### src/rtl/counter_pkg.sv
// Purpose: shared constants and helpers for the up/down counter slice.
// Latency: n/a (declarations only).
// Backpressure: n/a.
package counter_pkg;

  localparam logic DIR_UP = 1'b1;
  localparam logic DIR_DN = 1'b0;

  // Limit a requested value to the top of the counting range.
  function automatic logic [31:0] clamp_to_max(input logic [31:0] value,
                                               input logic [31:0] max_value);
    return (value > max_value) ? max_value : value;
  endfunction

endpackage

### src/rtl/counter_prescaler.sv
// Purpose: divides enabled cycles so the counter steps once every PRESCALE enabled cycles.
// Latency: tick is combinational from enable and the registered phase.
// Backpressure: none; enable low freezes the phase.
// Ports:
//   clk      rising-edge clock
//   reset_n  synchronous reset, active-low (phase -> 0)
//   enable   advances the phase by one per cycle
//   restart  forces the phase back to 0 (clear/load of the counter)
//   tick     high on the enabled cycle that completes a phase
module counter_prescaler #(
  parameter int PRESCALE = 1
) (
  input  logic clk,
  input  logic reset_n,
  input  logic enable,
  input  logic restart,
  output logic tick
);

  generate
    if (PRESCALE == 1) begin : g_bypass
      // Every enabled cycle is a step; no state is needed.
      assign tick = enable;
      logic unused_ok;
      assign unused_ok = &{1'b0, clk, reset_n, restart};
    end else begin : g_div
      localparam int PW = $clog2(PRESCALE);
      localparam logic [PW-1:0] LAST = PW'(PRESCALE - 1);
      localparam logic [PW-1:0] ONE  = PW'(1);

      logic [PW-1:0] phase_q, phase_d;

      assign tick = enable && (phase_q == LAST);

      always_comb begin
        phase_d = phase_q;
        if (restart) begin
          phase_d = '0;
        end else if (tick) begin
          phase_d = '0;
        end else if (enable) begin
          phase_d = phase_q + ONE;
        end
      end

      always_ff @(posedge clk) begin
        if (!reset_n) begin
          phase_q <= '0;
        end else begin
          phase_q <= phase_d;
        end
      end
    end
  endgenerate

endmodule

### src/rtl/counter_updown_mod.sv
// Purpose: up/down modulo counter with wrap/saturate, prescaler, load/clear and boundary flags.
// Latency: count updates on the qualifying edge; tc is combinational from count and up_dn.
// Backpressure: none; enable low holds count and prescaler phase.
// Ports:
//   clk, reset_n           clock and synchronous active-low reset
//   enable, clear, load    step enable, sync clear, sync load (clear > load > step)
//   load_value, up_dn      load data (clamped to MAX_VALUE), direction (1 = up)
//   ovf_clr                clears ovf_sticky (a same-edge boundary event wins)
//   count, tc              registered count, terminal-count compare
//   wrap_pulse, ovf_sticky one-cycle boundary pulse, sticky boundary flag
module counter_updown_mod
  import counter_pkg::*;
#(
  parameter int          WIDTH     = 16,
  parameter logic [31:0] MAX_VALUE = 32'h0000_FFFF,
  parameter bit          SATURATE  = 1'b0,
  parameter int          PRESCALE  = 1
) (
  input  logic             clk,
  input  logic             reset_n,
  input  logic             enable,
  input  logic             clear,
  input  logic             load,
  input  logic [WIDTH-1:0] load_value,
  input  logic             up_dn,
  input  logic             ovf_clr,
  output logic [WIDTH-1:0] count,
  output logic             tc,
  output logic             wrap_pulse,
  output logic             ovf_sticky
);

  localparam logic [WIDTH-1:0] MAX_W = MAX_VALUE[WIDTH-1:0];
  localparam logic [WIDTH-1:0] ONE_W = WIDTH'(1);

  logic [WIDTH-1:0] count_q, count_d;
  logic             wrap_q, wrap_d;
  logic             ovf_q, ovf_d;
  logic             step;
  logic             boundary;
  logic [WIDTH-1:0] load_clamped;

  counter_prescaler #(
    .PRESCALE(PRESCALE)
  ) u_prescaler (
    .clk     (clk),
    .reset_n (reset_n),
    .enable  (enable),
    .restart (clear | load),
    .tick    (step)
  );

  assign load_clamped = WIDTH'(clamp_to_max(32'(load_value), MAX_VALUE));

  always_comb begin
    count_d  = count_q;
    boundary = 1'b0;
    if (clear) begin
      count_d = '0;
    end else if (load) begin
      count_d = load_clamped;
    end else if (step) begin
      if (up_dn == DIR_UP) begin
        // Compare against MAX_W rather than relying on native rollover,
        // so reduced moduli wrap at the right place.
        if (count_q == MAX_W) begin
          boundary = 1'b1;
          count_d  = SATURATE ? count_q : '0;
        end else begin
          count_d = count_q + ONE_W;
        end
      end else begin
        if (count_q == '0) begin
          boundary = 1'b1;
          count_d  = SATURATE ? count_q : MAX_W;
        end else begin
          count_d = count_q - ONE_W;
        end
      end
    end
    wrap_d = boundary;
    // A boundary event on the same edge as ovf_clr keeps the flag set.
    ovf_d  = boundary ? 1'b1 : (ovf_clr ? 1'b0 : ovf_q);
  end

  always_ff @(posedge clk) begin
    if (!reset_n) begin
      count_q <= '0;
      wrap_q  <= 1'b0;
      ovf_q   <= 1'b0;
    end else begin
      count_q <= count_d;
      wrap_q  <= wrap_d;
      ovf_q   <= ovf_d;
    end
  end

  assign count      = count_q;
  assign wrap_pulse = wrap_q;
  assign ovf_sticky = ovf_q;
  assign tc         = (up_dn == DIR_UP) ? (count_q == MAX_W) : (count_q == '0);

endmodule
### config.mk
export PLATFORM = sky130hd
export DESIGN_NAME = counter_updown_mod
export DESIGN_NICKNAME = d
export VERILOG_FILES = /design/src/rtl/counter_pkg.sv /design/src/rtl/counter_prescaler.sv /design/src/rtl/counter_updown_mod.sv
export SDC_FILE = /design/constraint.sdc
export NUM_CORES = 1
export LEC_CHECK = 0
export BUFFER_PORTS_ARGS = -buffer_cell sky130_fd_sc_hd__buf_2
export CORE_ASPECT_RATIO = 0.7
export CORE_UTILIZATION = 35
export CTS_CLUSTER_DIAMETER = 60
export DETAILED_ROUTE_END_ITERATION = 7
export GPL_TIMING_DRIVEN = 1
export SYNTH_ARGS = -nofsm -noshare
export SYNTH_HDL_FRONTEND = slang
export SYNTH_SLANG_ARGS = --single-unit
export TNS_END_PERCENT = 50
### constraint.sdc
create_clock -name clk -period 2.48 [get_ports clk]
set_input_delay 0.372 -clock clk [delete_from_list [all_inputs] [get_ports clk]]
set_output_delay 0.372 -clock clk [all_outputs]
set_load 0.02 [all_outputs]
# == After elaboration in Yosys (flattened, before gate mapping) ==
# Cells that the tools add are included.
# totals
reg_bits,18
# op_classes
n_reduce_logical,4
eq_ne,1
n_bitwise,1
n_mux,14
add_sub_neg,2
# ops
op,n
$mux 16,5
$add 16x1->16 const B,1
$eq 16x16->1 const B,1
$logic_not 16->1,1
$sub 16x1->16 const B,1
$mux 1,9
$reduce_bool 2->1,2
$reduce_or 2->1,1
$not 1->1,1

# == Logic depth before layout (Yosys ltp) ==
# Gate-level depths: netlist of the first run.
# depth
depth_word,7
depth_mapped,8
depth_no_buf,8

# == Cells and area by module ==
# Synthesis of the first run repeated with hierarchy kept, for this count alone.
# unflattened
cells_unflattened,233
area_unflattened_um2,1771.7
# modules_own_cells
module,area_per_inst_um2,seq_area_each_um2,cells_each,n_inst
counter_updown_mod,1764.2,360.3,232,1
counter_prescaler,7.5,0.0,1,1

# == Worst setup path after synthesis of the first run ==
# No wires, ideal clock.
# synth_timing
path_type,reg2out
from,register count_q[1] (netlist: count[1])
to,output port tc
setup_slack_ps,331
arrival_time_ps,1777
path_stages_with_launch,6
path_cell_list,dfxtp_1 -> ha_1 -> nand4_1 -> or4_4 -> or2_4 -> o21ai_2
# synth_via
elab_chain_len,2
word_cells_on_any_way,3
classes_between,eq/ne: 1; mux: 1; reduce/logical: 1
# synth_lines
item,line_no,text
from (decl),counter_updown_mod.sv:36,"logic [WIDTH-1:0] count_q, count_d;"
from (signal assigned),counter_updown_mod.sv:92,count_q <= count_d;
$eq 16x16->1 / $logic_not 16->1 (equally long branches),counter_updown_mod.sv:101,assign tc = (up_dn == DIR_UP) ? (count_q == MAX_W) : (count_q == '0);
$mux 1 *,counter_updown_mod.sv:101,
to (decl),counter_updown_mod.sv:28,"output logic tc,"
# Every way passes the cells marked *; elsewhere a longest branch is shown, timed or not.

# == Final worst setup path of the first run ==
# Ends and elaborated chain as after synthesis.

==> metrics.csv, run 1 <==
metric,value,unit
fin_tns_setup,0,ps
syn_area,0.001660,mm^2
insertion_delay,260,ps
grt_pass1_vias,1664,
die_x,84.32,um
period_share,97.15,%
cts_tree,done,
port_buffers,41,
synth_most_common_cell,nand2_1,
dieHeight,59.63,um
power_density,427.0,mW/mm^2
hpwlAfterDp,4.078,mm
outcome,"finished, violations left",
cp.arrival,2040,ps
avgRoutedWirePerCell,16.69,um
fmax,0.4150,GHz
core,0.004454,mm^2
syn-num-nets,255,
maxSlewHeadroom,66.05,%
ys_seq_area_share,21.70,%
final_nets,298,
cts_buffers,3,
placed_area,0.001941,mm^2
cp_data_required_time,2110,ps
routed.top_layer,met4,
wirelength,5.425,mm
violations,design-rule violations,
synth_area_leaders,"dfxtp_1 22%, nand2_1 5.7%, o21ai_0 5.1%",
maxCapViolations,0,
clk_path_buf_depth,2,
max-vdd-ir-drop,0.1969,mV
yosysTopAreaCellShare,21.70,%
yosys_most_used_dff,dfxtp_1,
finalWeightedCongestion,0.9610,
antenna_found_initial,0,
fillCellCount,479,
p_total,857.9,uW
skew,2.843,ps
start_util,37.28,%
routed-wl-met2,2.168,mm
hold_violations,0,
end_kind,output port,
dieArea,0.005028,mm^2
root_buffer,clkbuf_8,
num_rows,20,
drc,3,
grt_overflow,0,
clk_pin_slew_worst_paths,80,ps
grt_max_degree,21,
synth.largest_area_cell,dfxtp_1,
htree_levels,1,
path_max_fanout,8,
num_io_pins,42,
wl_met1,2.706,mm
diodes,0,
grt_first_pass_wirelength,8.652,mm
cts_sinks,18,
via_per_inst,5.883,
vias,1912,
path_class,flip-flop to output port,
tightestPinTransition,505.0,ps
async_reset_ff_share,0,%
p_leak,0.0008140,uW
synth_cell_types,62,
synth_commonest_cells,"25 x nand2_1, 20 x nor2_1, 18 x dfxtp_1",
setup_viol,0,
yosysWarnings,0,
min_period,2409,ps
final_layout_size_suffix_gt1_share,30.37,%
drt_iter0_drc,132,
ant_nets,0,
slew_viol_final,0,
track_usage,22.33,%
stdcell_area,0.002009,mm^2
hold_class,primary input to flip-flop,
ys_ff_latch,18,
cp-start-kind,flip-flop,
route.met3.wl,511,um
syn_inst,229,
firstDrtPassIters,8,
area_growth,21.03,%
synth_area_per_cell,7.250,um^2
synth_edf_count,0,
## cells in the final DEF (no fill, tap or decap), drive strengths merged, types with 3 or more instances in the layout
master,synthesis,routed
nor4,4,4
a21oi,14,14
o22ai,4,4
buf,11,55
o21ai,20,20
a31oi,6,6
nor4b,3,3
a22oi,3,3
or3,3,3
nand4,7,7
clkbuf,6,3
xnor2,3,3
a211oi,3,3
nor3,12,12
dfxtp,18,18
nand2,25,25
nor2b,3,3
or2,3,3
nand2b,3,3
nand3,8,8
xor2,5,5
nor2,20,20
inv,8,8
and4,3,3
ha,3,3
## where the power goes
group / leakage [uW] / internal (uW) / switching, uW / total [uW]
Clock: 0.0000216 / 108 / 110 / 219
Combinational: 0.000643 / 127 / 181 / 309
Sequential: 0.000149 / 303 / 27.8 / 331
## per-layer routing
layer	track usage (%)	up-vias
li1	-	939
met3	5.989	6
met2	33.37	95
met1	32.47	872
met4	3.695	0
met5	0	-
## through the flow
stage	hold WS (ps)	util [%]	setup slack [ps]	std cells
floorplan	512.7	-	330.7	229
finish	355.7	45.11	70.58	325
global placement	454.0	43.57	264.8	322
detailed placement	462.0	43.57	206.0	322
global route	352.2	45.11	-1.935	325
CTS	352.1	44.61	19.22	325
## worst paths after layout
check / end / cells after the start / startpoint / slack, ps
setup / recovery: tc / 6 / count[1]$_SDFFE_PP0P_ / 70
hold / removal: count[1]$_SDFFE_PP0P_ / 3 / load_value[1] / 360
setup reg to reg: count[7]$_SDFFE_PP0P_ / 6 / count[11]$_SDFFE_PP0P_ / 330
hold reg to reg: ovf_sticky$_SDFFE_PN0P_ / 1 / ovf_sticky$_SDFFE_PN0P_ / 480
## flip-flops by register name, summed over array words and instances (netlist names)
signal,cells
ovf_sticky,1
count,16
wrap_pulse,1
## critical path, stage by stage (launching register included)
cell	delay, ps
dfxtp_2	410
ha_4	180
nand4_1	120
or4_4	550
or2_4	260
o21ai_2	60
buf_2	180
## cell families (layout without fill, tap and decap cells)
logic type	after synthesis	after routing	share of synthesized area [%]
AO/OA/AOI/OAI	67	67	25.92
XOR/XNOR	8	8	4.220
adder cells (fa/ha/maj)	3	3	2.261
buffers and inverters	26	67	7.988
flip-flops	18	18	21.70
multiplexers	1	1	0.6029
AND/OR/NAND/NOR	106	106	37.30
## area by class of cell
type	instances	area, um^2	area share (%)
inverters	9	33.78	1.681
clock buffers	3	41.29	2.055
multi-input cells	185	1186	59.03
repair buffers	55	310.3	15.44
flip-flops and latches	18	369.1	18.37
well taps	55	68.82	3.425
## what timing repair did
action / CTS / global route
setup buffers: 0 / 0
cloned: 0 / 0
endpoints found under the setup margin: 1 / 1
hold buffers: 0 / 0
resized for setup: 3 / 6
Power figures use the tool's default switching activity.
==> run 2, diff against run 1 <==
--- a/config.mk
+++ b/config.mk
@@ -13,5 +13,6 @@
 export GPL_TIMING_DRIVEN = 1
 export SYNTH_ARGS = -nofsm -noshare
 export SYNTH_HDL_FRONTEND = slang
+export SYNTH_HIERARCHICAL = 1
 export SYNTH_SLANG_ARGS = --single-unit
 export TNS_END_PERCENT = 50
==> run 2 against run 1 <==
Compared with the run above: the run now ends clean; clock power about the same; sequential share of layout area decreased by 0.44 points; non-clock buffer count decreased by 3; combinational power about the same; critical path depth unchanged; largest power group unchanged.
==> metrics.csv, run 2 <==
metric,value,unit,change
syn-num-nets,258,,+1.2%
dieArea,0.005336,mm^2,+6.1%
critPathTopFamily,simple AND/OR/NAND/NOR gates,,
period_share,93.03,%,-4.1 points
area_growth,15.45,%,
post_cts_buffers,0,,unchanged
start_util,36.72,%,-0.56 points
reg2reg_slack,280,ps,-50 ps
yosysWarnings,6,,+6
via_per_inst,5.758,,-2.1%
rsz0062_at_grt,no,,
grt_first_pass_wirelength,8.569,mm,-0.96%
power_density,420.6,mW/mm^2,-1.5%
synth_area_per_cell,7.610,um^2,+5.0%
drc,0,,-3
ant_nets,0,,unchanged
vias,1929,,+0.89%
max-vdd-ir-drop,0.2403,mV,+22%
layout_commonest_cell,buf_2,,
port_buffers,41,,unchanged
diodes,0,,unchanged
slew_viol_final,0,,unchanged
path_class,flip-flop to output port,,
hold_violations,0,,unchanged
cts_tree,done,,
hpwlAfterDp,4.174,mm,+2.4%
final_util,42.39,%,-2.7 points
cpPeakStageDelay,520,ps,-30 ps
final_nets,294,,-1.3%
htree_levels,1,,unchanged
worstReg2RegStart,count[1]$_SDFFE_PP0P_,,
cp.arrival,1940,ps,-100 ps
clk_path_buf_depth,2,,unchanged
outcome,"finished, final reports clean",,
timing.critical_path.buf_inv,2,,+1
antenna_found_initial,0,,unchanged
crit_chain,nand4_1 -> buf_4 -> nor4_2 -> nand2_1 -> o31ai_1 -> buf_2,,
syn_area,0.001765,mm^2,+6.3%
holdCritStartpoint,load_value[6],,
num_io_pins,42,,unchanged
wirelength,5.577,mm,+2.8%
setup_viol,0,,unchanged
track_usage,21.46,%,-0.88 points
syn_inst,232,,+1.3%
path_max_fanout,9,,+1
mostFrequentLayoutCells,"41 x buf_2, 17 x nor3_1, 16 x nand2_1",,
grt_max_degree,23,,+9.5%
slowest_stage,dfxtp_1,,
hold_end,count[6]$_SDFFE_PP0P_,,
fin_tns_setup,0,ps,unchanged
post_cts_resized,0,,-3
min_delay_path_depth,3,,unchanged
grt_pass1_vias,1607,,-3.4%
tightestPinTransition,559.3,ps,+54.31 ps
dieHeight,61.42,um,+3.0%
cp-start-kind,flip-flop,,
min_period,2307,ps,-102.2 ps
fmax,0.4334,GHz,+4.4%
cts_buffers,3,,unchanged
end_kind,output port,,
largest_reg_flops,16,,unchanged
p_total,857.2,uW,about the same
finalWeightedCongestion,0.9371,,-2.5%
grt_overflow,0,,unchanged
stdcell_area,0.002038,mm^2,+1.4%
avgRoutedWirePerCell,16.65,um,-0.27%
cts_sinks,18,,unchanged
placed_area,0.001992,mm^2,+2.6%
cts_hold_repair.buffers,0,,unchanged
clk_pin_slew_worst_paths,70,ps,about the same
root_buffer,clkbuf_8,,
num_rows,21,,+5.0%
r2r-end,count[14]$_SDFFE_PP0P_,,
final_layout_size_suffix_gt1_share,28.95,%,-1.4 points
core,0.004808,mm^2,+7.9%
post-place-ws,274.0,ps,+67.97 ps
maxCapViolations,0,,unchanged
drt_iter0_drc,211,,+60%
die_x,86.89,um,+3.0%
hold_class,primary input to flip-flop,,
firstDrtPassIters,5,,-3
cp_data_required_time,2110,ps,about the same
p_leak,0.0008459,uW,+3.9%
insertion_delay,260,ps,about the same
setup_slack,172.8,ps,+102.2 ps
maxSlewHeadroom,62.24,%,-3.8 points
skew,5.365,ps,+2.522 ps
rr_worst_depth,7,,+1
-- run 2: changes by cell type in the layout (fill, tap and decap cells not counted), sizes merged, moves of 4 or more --
cell / before / now
nor2: 20 / 15
o31ai: 2 / 8
o21ai: 20 / 12
nor3: 12 / 18
o211ai: 2 / 6
inv: 8 / 12
nor4: 4 / 10
nand2: 25 / 16
-- run 2: worst max path at each step --
stage | from | endpoint | cells past startpoint
global placement | count[2]$_SDFFE_PP0P_ | count[7]$_SDFFE_PP0P_ | 5
finish | count[6]$_SDFFE_PP0P_ | tc | 6
floorplan | count[5]$_SDFFE_PP0P_ | tc | 4
global route | count[6]$_SDFFE_PP0P_ | tc | 6
detailed placement | count[1]$_SDFFE_PP0P_ | count[14]$_SDFFE_PP0P_ | 7
CTS | count[0]$_SDFFE_PP0P_ | tc | 6
-- run 2: layer usage --
metal | global-route usage, % | wire (um) | up-vias
met3 | 4.424 | 428 | 4
met5 | 0 | 0 | -
met1 | 33.49 | 2847 | 883
li1 | - | - | 963
met2 | 30.26 | 2263 | 79
met4 | 3.095 | 38 | 0
-- run 2: worst register-to-register path: cells and delay by family (launching register included) --
kind	cells	cell delay, ps
compound gates	2	270
fa+ha+maj	1	260
buf+inv	1	140
flops	1	370
simple gates	3	1070
-- run 2: cell type report --
cell class                 instances  area (um^2)
multi-input combinational        181         1212
timing repair buffer              52        287.8
inverter                          12        45.04
clock buffer                       3        41.29
sequential                        18        365.4
fill                             512         2770
tap                               69        86.33
-- run 2: power by group --
group	leakage [uW]	internal, uW	switching (uW)
sequential	0.000149	304	28.3
combinational	0.000676	124	184
clock	0.0000216	108	109
-- run 2: stage by stage --
stage / std cells / hold WS [ps]
final: 335 / 312.0
after global routing: 335 / 321.7
after CTS: 335 / 311.3
after detailed placement: 332 / 581.0
after global placement: 332 / 572.8
after floorplan: 232 / 486.6
